$ cat config.mk
export PLATFORM = sky130hd
export DESIGN_NAME = fpga_cfg_loader
export DESIGN_NICKNAME = d
export VERILOG_FILES = /design/src/rtl/fpga_cfg_pkg.sv /design/src/rtl/fpga_cfg_strobe_gen.sv /design/src/rtl/fpga_cfg_loader.sv
export SDC_FILE = /design/constraint.sdc
export NUM_CORES = 1
export LEC_CHECK = 0
export BUFFER_PORTS_ARGS = -buffer_cell sky130_fd_sc_hd__buf_2
export CORE_ASPECT_RATIO = 0.5
export CORE_UTILIZATION = 55
export CTS_BUF_LIST = sky130_fd_sc_hd__clkbuf_4 sky130_fd_sc_hd__clkbuf_8
export DETAILED_ROUTE_END_ITERATION = 10
export PLACE_DENSITY = 0.74
export SKIP_CTS_REPAIR_TIMING = 1
export SYNTH_ARGS = -nofsm -noshare
export SYNTH_HDL_FRONTEND = slang
export SYNTH_SLANG_ARGS = --single-unit
$ cat constraint.sdc
create_clock -name clk -period 5.9 [get_ports clk]
set_clock_uncertainty 0.05 [all_clocks]
set_input_delay 1.77 -clock clk [delete_from_list [all_inputs] [get_ports clk]]
set_output_delay 1.77 -clock clk [all_outputs]
set_load 0.02 [all_outputs]
$ cat src/rtl/fpga_cfg_pkg.sv
// Shared types and constants for the fabric configuration loader.
// Latency: n/a (declarations only).
// Backpressure: n/a.
package fpga_cfg_pkg;

    localparam int CW_DEF = 16;

    localparam logic MODE_LOAD  = 1'b0;
    localparam logic MODE_PROBE = 1'b1;

    typedef enum logic [2:0] {
        IDLE,
        FETCH,
        SH_LO,
        SH_HI,
        PR_LO,
        PR_HI,
        DONE
    } state_t;

endpackage

$ cat src/rtl/fpga_cfg_strobe_gen.sv
// Half-period timer and registered prog_clk strobe shared by the LOAD and PROBE paths.
// Latency: each phase lasts DIV clk cycles; prog_clk changes on the clk edge that ends a phase.
// Backpressure: none; the phase inputs come from the loader FSM, and a stalled FSM holds prog_clk low.
module fpga_cfg_strobe_gen #(
    parameter int DIV = 2
) (
    input  logic clk,
    input  logic rst_n,
    input  logic phase_lo,
    input  logic phase_hi,
    output logic phase_lo_done,
    output logic phase_hi_done,
    output logic prog_clk
);

    localparam int            DW   = (DIV > 1) ? $clog2(DIV) : 1;
    localparam logic [DW-1:0] LAST = DW'(DIV - 1);

    logic [DW-1:0] div_cnt;
    logic          last;

    assign last          = (div_cnt == LAST);
    assign phase_lo_done = phase_lo && last;
    assign phase_hi_done = phase_hi && last;

    // Count clk cycles within the current half-period; restart at every phase boundary.
    always_ff @(posedge clk or negedge rst_n) begin
        if (!rst_n) begin
            div_cnt <= '0;
        end else if ((phase_lo || phase_hi) && !last) begin
            div_cnt <= div_cnt + DW'(1);
        end else begin
            div_cnt <= '0;
        end
    end

    // prog_clk rises as the low phase ends and falls as the high phase ends; it is low outside shifting.
    always_ff @(posedge clk or negedge rst_n) begin
        if (!rst_n) begin
            prog_clk <= 1'b0;
        end else if (phase_lo) begin
            prog_clk <= last;
        end else if (phase_hi) begin
            prog_clk <= !last;
        end else begin
            prog_clk <= 1'b0;
        end
    end

endmodule

$ cat src/rtl/fpga_cfg_loader.sv
// Serialises a host byte stream into the fabric config chain (LOAD), or measures the chain length by walking a '1' (PROBE).
// Latency: each bit takes 2*DIV clk cycles plus 1 FETCH cycle per byte; done pulses 1 cycle after the last falling edge.
// Backpressure: s_ready is high only in FETCH; prog_clk is held low while waiting for s_valid.
module fpga_cfg_loader
    import fpga_cfg_pkg::*;
#(
    parameter int CHAIN_LEN = 1024,
    parameter int DIV       = 2,
    parameter int PROBE_MAX = 4095,
    parameter int CW        = CW_DEF
) (
    input  logic          clk,
    input  logic          rst_n,
    input  logic          start,
    input  logic          mode,
    input  logic [7:0]    s_data,
    input  logic          s_valid,
    output logic          s_ready,
    output logic          prog_clk,
    output logic          ccff_head,
    input  logic          ccff_tail,
    output logic          busy,
    output logic          done,
    output logic          error,
    output logic [CW-1:0] probe_len
);

    if (CHAIN_LEN < 1 || CHAIN_LEN >= (2 ** CW)) begin : g_chain_len_check
        $error("fpga_cfg_loader: CHAIN_LEN must be in [1, 2**CW)");
    end
    if (PROBE_MAX < 1 || PROBE_MAX >= (2 ** CW)) begin : g_probe_max_check
        $error("fpga_cfg_loader: PROBE_MAX must be in [1, 2**CW)");
    end
    if (DIV < 1) begin : g_div_check
        $error("fpga_cfg_loader: DIV must be >= 1");
    end

    localparam logic [CW-1:0] CHAIN_LEN_C = CW'(CHAIN_LEN);
    localparam logic [CW-1:0] PROBE_MAX_C = CW'(PROBE_MAX);

    state_t        state;
    logic [7:0]    shreg;
    logic [2:0]    bit_idx;
    logic [CW-1:0] cnt;
    logic [CW-1:0] cnt_inc;
    logic          phase_lo;
    logic          phase_hi;
    logic          phase_lo_done;
    logic          phase_hi_done;

    assign s_ready  = (state == FETCH);
    assign phase_lo = (state == SH_LO) || (state == PR_LO);
    assign phase_hi = (state == SH_HI) || (state == PR_HI);
    assign cnt_inc  = cnt + CW'(1);

    fpga_cfg_strobe_gen #(
        .DIV (DIV)
    ) u_strobe (
        .clk           (clk),
        .rst_n         (rst_n),
        .phase_lo      (phase_lo),
        .phase_hi      (phase_hi),
        .phase_lo_done (phase_lo_done),
        .phase_hi_done (phase_hi_done),
        .prog_clk      (prog_clk)
    );

    // Control FSM: fetches bytes, presents one bit per strobe period, and walks/measures the probe bit.
    // cnt counts shifted bits in LOAD and rising edges in PROBE.
    always_ff @(posedge clk or negedge rst_n) begin
        if (!rst_n) begin
            state     <= IDLE;
            shreg     <= '0;
            bit_idx   <= '0;
            cnt       <= '0;
            ccff_head <= 1'b0;
            busy      <= 1'b0;
            done      <= 1'b0;
            error     <= 1'b0;
            probe_len <= '0;
        end else begin
            done <= 1'b0;
            case (state)
                IDLE: begin
                    if (start) begin
                        busy    <= 1'b1;
                        error   <= 1'b0;
                        cnt     <= '0;
                        bit_idx <= '0;
                        if (mode == MODE_PROBE) begin
                            ccff_head <= 1'b1;
                            state     <= PR_LO;
                        end else begin
                            state <= FETCH;
                        end
                    end
                end
                FETCH: begin
                    if (s_valid && s_ready) begin
                        shreg     <= s_data;
                        ccff_head <= s_data[0];
                        bit_idx   <= '0;
                        state     <= SH_LO;
                    end
                end
                SH_LO: begin
                    if (phase_lo_done) begin
                        state <= SH_HI;
                    end
                end
                SH_HI: begin
                    if (phase_hi_done) begin
                        shreg   <= {1'b0, shreg[7:1]};
                        cnt     <= cnt_inc;
                        bit_idx <= bit_idx + 3'd1;
                        // A full chain wins over the byte boundary, which drops unused bits of a partial byte.
                        if (cnt_inc == CHAIN_LEN_C) begin
                            ccff_head <= 1'b0;
                            busy      <= 1'b0;
                            done      <= 1'b1;
                            state     <= DONE;
                        end else if (bit_idx == 3'd7) begin
                            state <= FETCH;
                        end else begin
                            ccff_head <= shreg[1];
                            state     <= SH_LO;
                        end
                    end
                end
                PR_LO: begin
                    if (phase_lo_done) begin
                        cnt   <= cnt_inc;
                        state <= PR_HI;
                    end
                end
                PR_HI: begin
                    if (phase_hi_done) begin
                        // Head drops on the falling strobe so the walked '1' is shifted exactly once.
                        ccff_head <= 1'b0;
                        if (ccff_tail) begin
                            probe_len <= cnt;
                            busy      <= 1'b0;
                            done      <= 1'b1;
                            state     <= DONE;
                        end else if (cnt == PROBE_MAX_C) begin
                            error     <= 1'b1;
                            probe_len <= '0;
                            busy      <= 1'b0;
                            done      <= 1'b1;
                            state     <= DONE;
                        end else begin
                            state <= PR_LO;
                        end
                    end
                end
                DONE: begin
                    state <= IDLE;
                end
                default: begin
                    state <= IDLE;
                end
            endcase
        end
    end

endmodule

==> results of run 1 <==
-- cell type report --
class / instances / area [µm²]
timing repair buffer: 36 / 183
clock buffer: 5 / 68.8
multi-input combinational: 228 / 1430
sequential: 51 / 1280
inverter: 8 / 30.0
tap: 70 / 87.6
fill: 418 / 1860
clock inverter: 3 / 43.8
-- power breakdown --
part           leakage (nW)  internal [mW]  switching [mW]
sequential            0.679          0.449           0.107
clock                0.0581          0.126           0.117
combinational         0.673          0.184           0.308
total                  1.41          0.760           0.532
-- state kept, by name, indices dropped and copies added, names as in the netlist --
register,cells
cnt,16
probe_len,16
shreg,7
bit_idx,3
state,3
busy,1
ccff_head,1
done,1
error,1
u_strobe.div_cnt,1
u_strobe.prog_clk,1
-- path summary, 6_finish.rpt --
kind	startpoint	endpoint	slack [ns]
worst max-delay path	state[0]$_DFFE_PN0P_	s_ready	2.54
worst min-delay path	probe_len[13]$_DFFE_PN0P_	probe_len[13]$_DFFE_PN0P_	0.43
worst max register to register	cnt[0]$_DFFE_PN0P_	probe_len[2]$_DFFE_PN0P_	3.11
worst min register to register	probe_len[13]$_DFFE_PN0P_	probe_len[13]$_DFFE_PN0P_	0.43
max in group asynchronous	rst_n	cnt[11]$_DFFE_PN0P_	3.47
min in group asynchronous	rst_n	cnt[8]$_DFFE_PN0P_	1.63
-- per-stage QoR --
stage               cells  total power [mW]  instance area, µm²  setup WS (ns)  hold slack [ns]
floorplan             310             0.931                2880           2.85            0.400
global placement      393              1.03                3010           2.44            0.409
detailed placement    393              1.06                3010           2.36            0.414
CTS                   401              1.30                3120           2.55            0.437
global route          401              1.39                3120           2.42            0.468
finish                401              1.29                3120           2.54            0.431
-- synthesized netlist by cell type (2+ instances only) --
| library cell | n | area share |
|---|---|---|
| nand2_1 | 57 | 0.074 |
| dfrtp_1 | 51 | 0.44 |
| o21ai_0 | 25 | 0.043 |
| nor2_1 | 19 | 0.025 |
| mux2i_1 | 13 | 0.045 |
| o21ai_1 | 13 | 0.023 |
| o21ai_2 | 10 | 0.030 |
| clkbuf_1 | 9 | 0.012 |
| o31ai_1 | 9 | 0.023 |
| inv_1 | 8 | 0.010 |
| nor3_1 | 8 | 0.014 |
| a21oi_1 | 7 | 0.012 |
| a31oi_1 | 6 | 0.013 |
| buf_6 | 5 | 0.020 |
| nand3_1 | 5 | 0.0087 |
| and3_1 | 4 | 0.0087 |
| buf_2 | 4 | 0.0070 |
| ha_1 | 4 | 0.017 |
| xnor2_1 | 4 | 0.012 |
| a22o_1 | 3 | 0.0091 |
| buf_4 | 3 | 0.0078 |
| nand4_1 | 3 | 0.0065 |
| o41ai_1 | 3 | 0.0091 |
| buf_1 | 2 | 0.0026 |
| nand2b_1 | 2 | 0.0043 |
| nand3_4 | 2 | 0.012 |
| or2_1 | 2 | 0.0043 |
-- cell families after synthesis --
| group | count (synthesis) |
|---|---|
| multiplexers | 15 |
| flip-flops | 51 |
| buffers and inverters | 31 |
| XOR/XNOR | 4 |
| AO/OA/AOI/OAI | 87 |
| AND/OR/NAND/NOR | 118 |
| adder cells (fa/ha/maj) | 4 |
-- layout by cell type, fill, tap and decap left out, types with 5 or more instances in the layout --
master and n:
nand2_1 57, dfrtp_1 51, buf_2 35, o21ai_0 25, nor2_1 19, mux2i_1 13, o21ai_1 13, o21ai_2 10
o31ai_1 9, inv_1 8, nor3_1 8, a21oi_1 7, a31oi_1 6, nand3_1 5, clkbuf_8 5
-- metal layers --
metal,share of wire,vias to the layer above,track usage
li1,-,1143,-
met1,0.48,1117,0.305
met2,0.47,61,0.397
met3,0.049,4,0.0505
met4,0.0032,0,0.0452
met5,0,-,0
-- critical path, delay by kind of cell (launching register included) --
kind / cells / cell delay, ns
AND/OR/NAND/NOR: 1 / 0.20
buffers and inverters: 2 / 0.40
flip-flops: 1 / 0.64
==> metrics.md, run 1 <==
| Metric | Value |
|---|---|
| All-Layer GR Usage | 0.231 |
| CTS clk-pin slew, worst paths | 0.10 ns |
| Crit path kind | reg -> out |
| Maximum achievable frequency | 298 MHz |
| Post-Synth Adder-Cell Area | 0.0174 |
| Drt via density | 5.80 |
| Die X-Extent | 104 µm |
| Max Slew Vio Count | 0 |
| GRT Residual Overflow | 0 |
| Drt drc | 0 |
| Ports | 36 |
| Syn Area/Cell | 9.28 µm² |
| CP peak stage delay | 0.64 ns |
| Minimum clock period | 3.36 ns |
| Core Util, Final | 0.627 |
| Routability Congestion | 0.807 |
| Synthesis-to-layout area growth | 8.43% |
| Antenna Cells | 0 |
| Total of max-cap violations | 0 |
| Pin count of the biggest net entering global routing | 52 |
| Port bufs | 35 |
| First-pass DRT Iterations | 4 |
| RSZ-0062 raised after global routing | no |
| Synth Area in XOR/XNOR | 0.0122 |
| Cell chosen for the clock root | clkbuf_8 |
| CTS tree | yes |
| Slew @ Worst Pin | 1.22 ns |
| Worst R2R Path Depth | 7 |
| Max-slew headroom at the worst pin | 0.188 |
| WL/cell | 14.7 µm |
| CTS Buffer Depth | 2 |
| P per Cell Area | 414 nW/µm² |
| Synth cell types | 56 |
| DRC marker count from the first detailed-route iteration | 108 |
| Total negative slack | 0 ns |
| Arr. time, crit path | 1.54 ns |
| Layout cells sized above 1 | 0.205 |
| Req. time, crit path | 4.08 ns |
| Hpwl dp | 4230 µm |
| Routed vias | 2325 |
| Post-synth EDFFs | 0 |
| Vias in the first global route | 2110 |
| Simple logic cell fraction of the synthesized area | 0.214 |
| Ys Warns | 0 |
| Post-route ant nets | 0 |
| Initial cell density of the core | 0.578 |
| Peak supply drop | 0.000210 V |
| Worst hold path class | reg -> reg |
| Fin. Hold Viols | 0 |
| Finish-stage setup viols | 0 |
| Total core area | 4980 µm² |
| Row Count | 18 |
| CTS Sinks | 51 |
| Cell leakage power | 1.41 nW |
| Synth Area in Compound Gates | 0.201 |
| Crit-path slowest cell | dfrtp_1 |
| Dominant synthesized flop cell | dfrtp_1 |
| Initial antenna violation count | 0 |
| Startpoint Class | flop |
| Hold Path Cell Cnt | 2 |
| CP Max Fanout | 14 |
| Asr flop ratio synth | 1.00 |
| Yosys reg bits | 51 |
| Syn Nets | 328 |
| First-pass GRT wire length | 10100 µm |
| Seq/Total Area, Yosys | 0.443 |
| Cells along the critical path | inv_1 > nor3_1 > buf_2 |
| Nets | 348 |
| Synthesized area | 2880 µm² |
| H-tree levels | 2 |
| Syn Inst Count | 310 |
| Num CTS Buffers | 5 |
| Worst setup EP type | output port |
| Worst-Skew Late Latency | 0.30 ns |
| Post-Route WL | 5910 µm |
| Status | completed |
| Largest family of logic cells by synthesized area | simple AND/OR/NAND/NOR gates |
| Period utilization | 0.569 |
| Mux cell area share after synthesis | 0.0530 |
| Die Ht | 53.2 µm |
| Full die area | 5540 µm² |
Power figures use the tool's default switching activity.
==> inputs of run 2 (changes only) <==
--- a/config.mk
+++ b/config.mk
@@ -5,12 +5,13 @@
 export SDC_FILE = /design/constraint.sdc
 export NUM_CORES = 1
 export LEC_CHECK = 0
+export ABC_AREA = 1
 export BUFFER_PORTS_ARGS = -buffer_cell sky130_fd_sc_hd__buf_2
 export CORE_ASPECT_RATIO = 0.5
-export CORE_UTILIZATION = 55
+export CORE_UTILIZATION = 54
 export CTS_BUF_LIST = sky130_fd_sc_hd__clkbuf_4 sky130_fd_sc_hd__clkbuf_8
 export DETAILED_ROUTE_END_ITERATION = 10
-export PLACE_DENSITY = 0.74
+export PLACE_DENSITY = 0.76
 export SKIP_CTS_REPAIR_TIMING = 1
 export SYNTH_ARGS = -nofsm -noshare
 export SYNTH_HDL_FRONTEND = slang
==> constraint.sdc (replaced) <==
create_clock -name clk -period 2.8 [get_ports clk]
set_clock_uncertainty 0.05 [all_clocks]
set_input_delay 0.84 -clock clk [delete_from_list [all_inputs] [get_ports clk]]
set_output_delay 0.84 -clock clk [all_outputs]
set_load 0.02 [all_outputs]
==> metrics.md, run 2 <==
| Metric | Value |
|---|---|
| Yosys reg bits | 51 |
| Vias in the first global route | 2180 |
| Dominant synthesized flop cell | dfrtp_1 |
| H-tree levels | 2 |
| CP peak stage delay | 0.44 ns |
| Period utilization | 0.841 |
| Post-Layout Cell Count | 471 |
| Syn Area/Cell | 7.94 µm² |
| Syn Inst Count | 365 |
| Commonest cells post-synth | nand2_1 (88), dfrtp_1 (51), inv_1 (34) |
| Synthesized area | 2900 µm² |
| Full die area | 5680 µm² |
| Family with the most delay on the worst path | flip-flops |
| Total core area | 5040 µm² |
| Layout cells sized above 1 | 0.254 |
| First-pass DRT Iterations | 4 |
| Routed vias | 2504 |
| Num CTS Buffers | 5 |
| GRT Residual Overflow | 0 |
| Antenna Cells | 0 |
| Pin count of the biggest net entering global routing | 52 |
| Critical path buffers and inverters | 2 |
| Ports | 36 |
| Cells along the critical path | nor2_1 > inv_2 > nor2_1 > buf_2 |
| Count leader, synth | nand2_1 |
| Max-slew headroom at the worst pin | 0.557 |
| Drt via density | 5.32 |
| Port bufs | 35 |
| Top cell type's share of synthesized area | 0.441 |
| Cell chosen for the clock root | clkbuf_8 |
| Minimum clock period | 2.35 ns |
| Seq/Total Area, Yosys | 0.441 |
| Row Count | 18 |
| WL/cell | 13.2 µm |
| CTS Buffer Depth | 2 |
| CP Max Fanout | 5 |
| Hpwl dp | 4620 µm |
| Post-route ant nets | 0 |
| Status | completed |
| Top post-synthesis cells by area | dfrtp_1 (44%), nand2_1 (11%), o21ai_2 (5.1%) |
| RSZ-0062 raised after global routing | no |
| Asr flop ratio synth | 1.00 |
| Max Slew Vio Count | 0 |
| All-Layer GR Usage | 0.233 |
| Worst hold path class | reg -> reg |
| Post-synth EDFFs | 0 |
| CTS tree | yes |
| Ys Warns | 0 |
| CTS Sinks | 51 |
| First-pass GRT wire length | 10200 µm |
| Post-Route WL | 6200 µm |
| Synth area leader | dfrtp_1 |
| Most common cell after layout, fill and taps aside | nand2_1 |
| Arr. time, crit path | 1.46 ns |
| Maximum achievable frequency | 425 MHz |
| Total of max-cap violations | 0 |
| Total negative slack | 0 ns |
| Crit path kind | reg -> out |
| Cell leakage power | 1.51 nW |
| Most frequent cells in the layout | nand2_1 (88), dfrtp_1 (51), buf_2 (35) |
| DRC marker count from the first detailed-route iteration | 87 |
| Die Ht | 53.8 µm |
| Syn Nets | 383 |
| Crit-path most repeated cell | nor2_1 |
| Req. time, crit path | 1.91 ns |
| CTS clk-pin slew, worst paths | 0.09 ns |
| Initial antenna violation count | 0 |
| Worst-Skew Late Latency | 0.30 ns |
| Nets | 418 |
| Peak supply drop | 0.000510 V |
| Synthesis-to-layout area growth | 11.1% |
| Worst setup EP type | output port |
| Finish-stage setup viols | 0 |
| Biggest regs | cnt: 16 flops, probe_len: 16 flops, shreg: 7 flops |
| Startpoint Class | flop |
| P per Cell Area | 764 nW/µm² |
| Cells after DPL | 463 |
| Die X-Extent | 106 µm |
| Initial cell density of the core | 0.574 |
| Drt drc | 0 |
| Slew @ Worst Pin | 0.663 ns |
| Crit-path slowest cell | dfrtp_1 |
| Routability Congestion | 0.916 |
| Synth cell types | 31 |
| Fin. Hold Viols | 0 |
## run 2: cell count changes in the layout (fill, tap and decap cells not counted), moves of 5 or more
cell	delta
nand2_1	+31
inv_1	+26
nand3_1	+24
nand2_2	+19
mux2i_1	-13
nor2_1	+13
o21ai_0	-10
o31ai_1	-9
nor3_1	-8
o21ai_2	+7
inv_2	+6
nor2_2	+5
o211ai_1	+5
## run 2: cell type report
cell class              instances  area (µm²)
fillers                       459        1830
multi-input cells             263        1400
flip-flops and latches         51        1280
repair buffers                 38         198
inverters                      41         154
clock buffers                   8         104
well taps                      70        87.6
## run 2: through the flow
step           total power, mW  hold slack, ns  cell area, µm²  utilization  setup slack (ns)
2_1_floorplan             1.75           0.414            2900            -             0.903
3_3_place_gp              1.96           0.414            3120        0.618             0.630
3_5_place_dp              1.99           0.422            3120        0.618             0.603
4_1_cts                   2.47           0.445            3220        0.638             0.470
5_1_grt                   2.66           0.460            3220        0.638             0.387
6_report                  2.46           0.441            3220        0.638             0.445
## run 2: worst paths after layout
| path | from | end | slack (ns) | cells after the start |
|---|---|---|---|---|
| min | probe_len[3]$_DFFE_PN0P_ | probe_len[3]$_DFFE_PN0P_ | 0.44 | 2 |
| min reg2reg | probe_len[3]$_DFFE_PN0P_ | probe_len[3]$_DFFE_PN0P_ | 0.44 | 2 |
| max reg2reg | cnt[0]$_DFFE_PN0P_ | probe_len[6]$_DFFE_PN0P_ | 0.58 | 11 |
| max in group asynchronous | rst_n | probe_len[4]$_DFFE_PN0P_ | 1.68 | 2 |
| min in group asynchronous | rst_n | shreg[6]$_DFFE_PN0P_ | 0.59 | 2 |
| max | state[2]$_DFFE_PN0P_ | s_ready | 0.45 | 4 |
## run 2: layer usage
metal,global-route usage,vias up,wire [µm]
li1,-,1262,-
met1,0.339,1132,3090
met2,0.373,105,2590
met3,0.0496,5,488
met4,0.0255,0,21
met5,0,-,0
## run 2: logic make-up after synthesis
logic type,Yosys count,share of synthesized area
flip-flops,51,0.441
AO/OA/AOI/OAI,68,0.154
AND/OR/NAND/NOR,191,0.312
buffers and inverters,51,0.0760
adder cells (fa/ha/maj),4,0.0173
## run 2: where the power goes
| group | switching [mW] | internal (mW) |
|---|---|---|
| Clock | 0.240 | 0.236 |
| Sequential | 0.107 | 0.889 |
| Combinational | 0.685 | 0.302 |
| Total | 1.03 | 1.43 |
## run 2: worst reg2reg max path: stages (launching register included)
cell,delay (ns)
dfrtp_1,0.44
ha_1,0.29
nand2_2,0.10
nor2_4,0.19
nand4_4,0.14
nor4_2,0.15
nor2_1,0.08
nor2_2,0.13
nand2_2,0.05
buf_4,0.28
nand2_1,0.15
o21ai_2,0.06
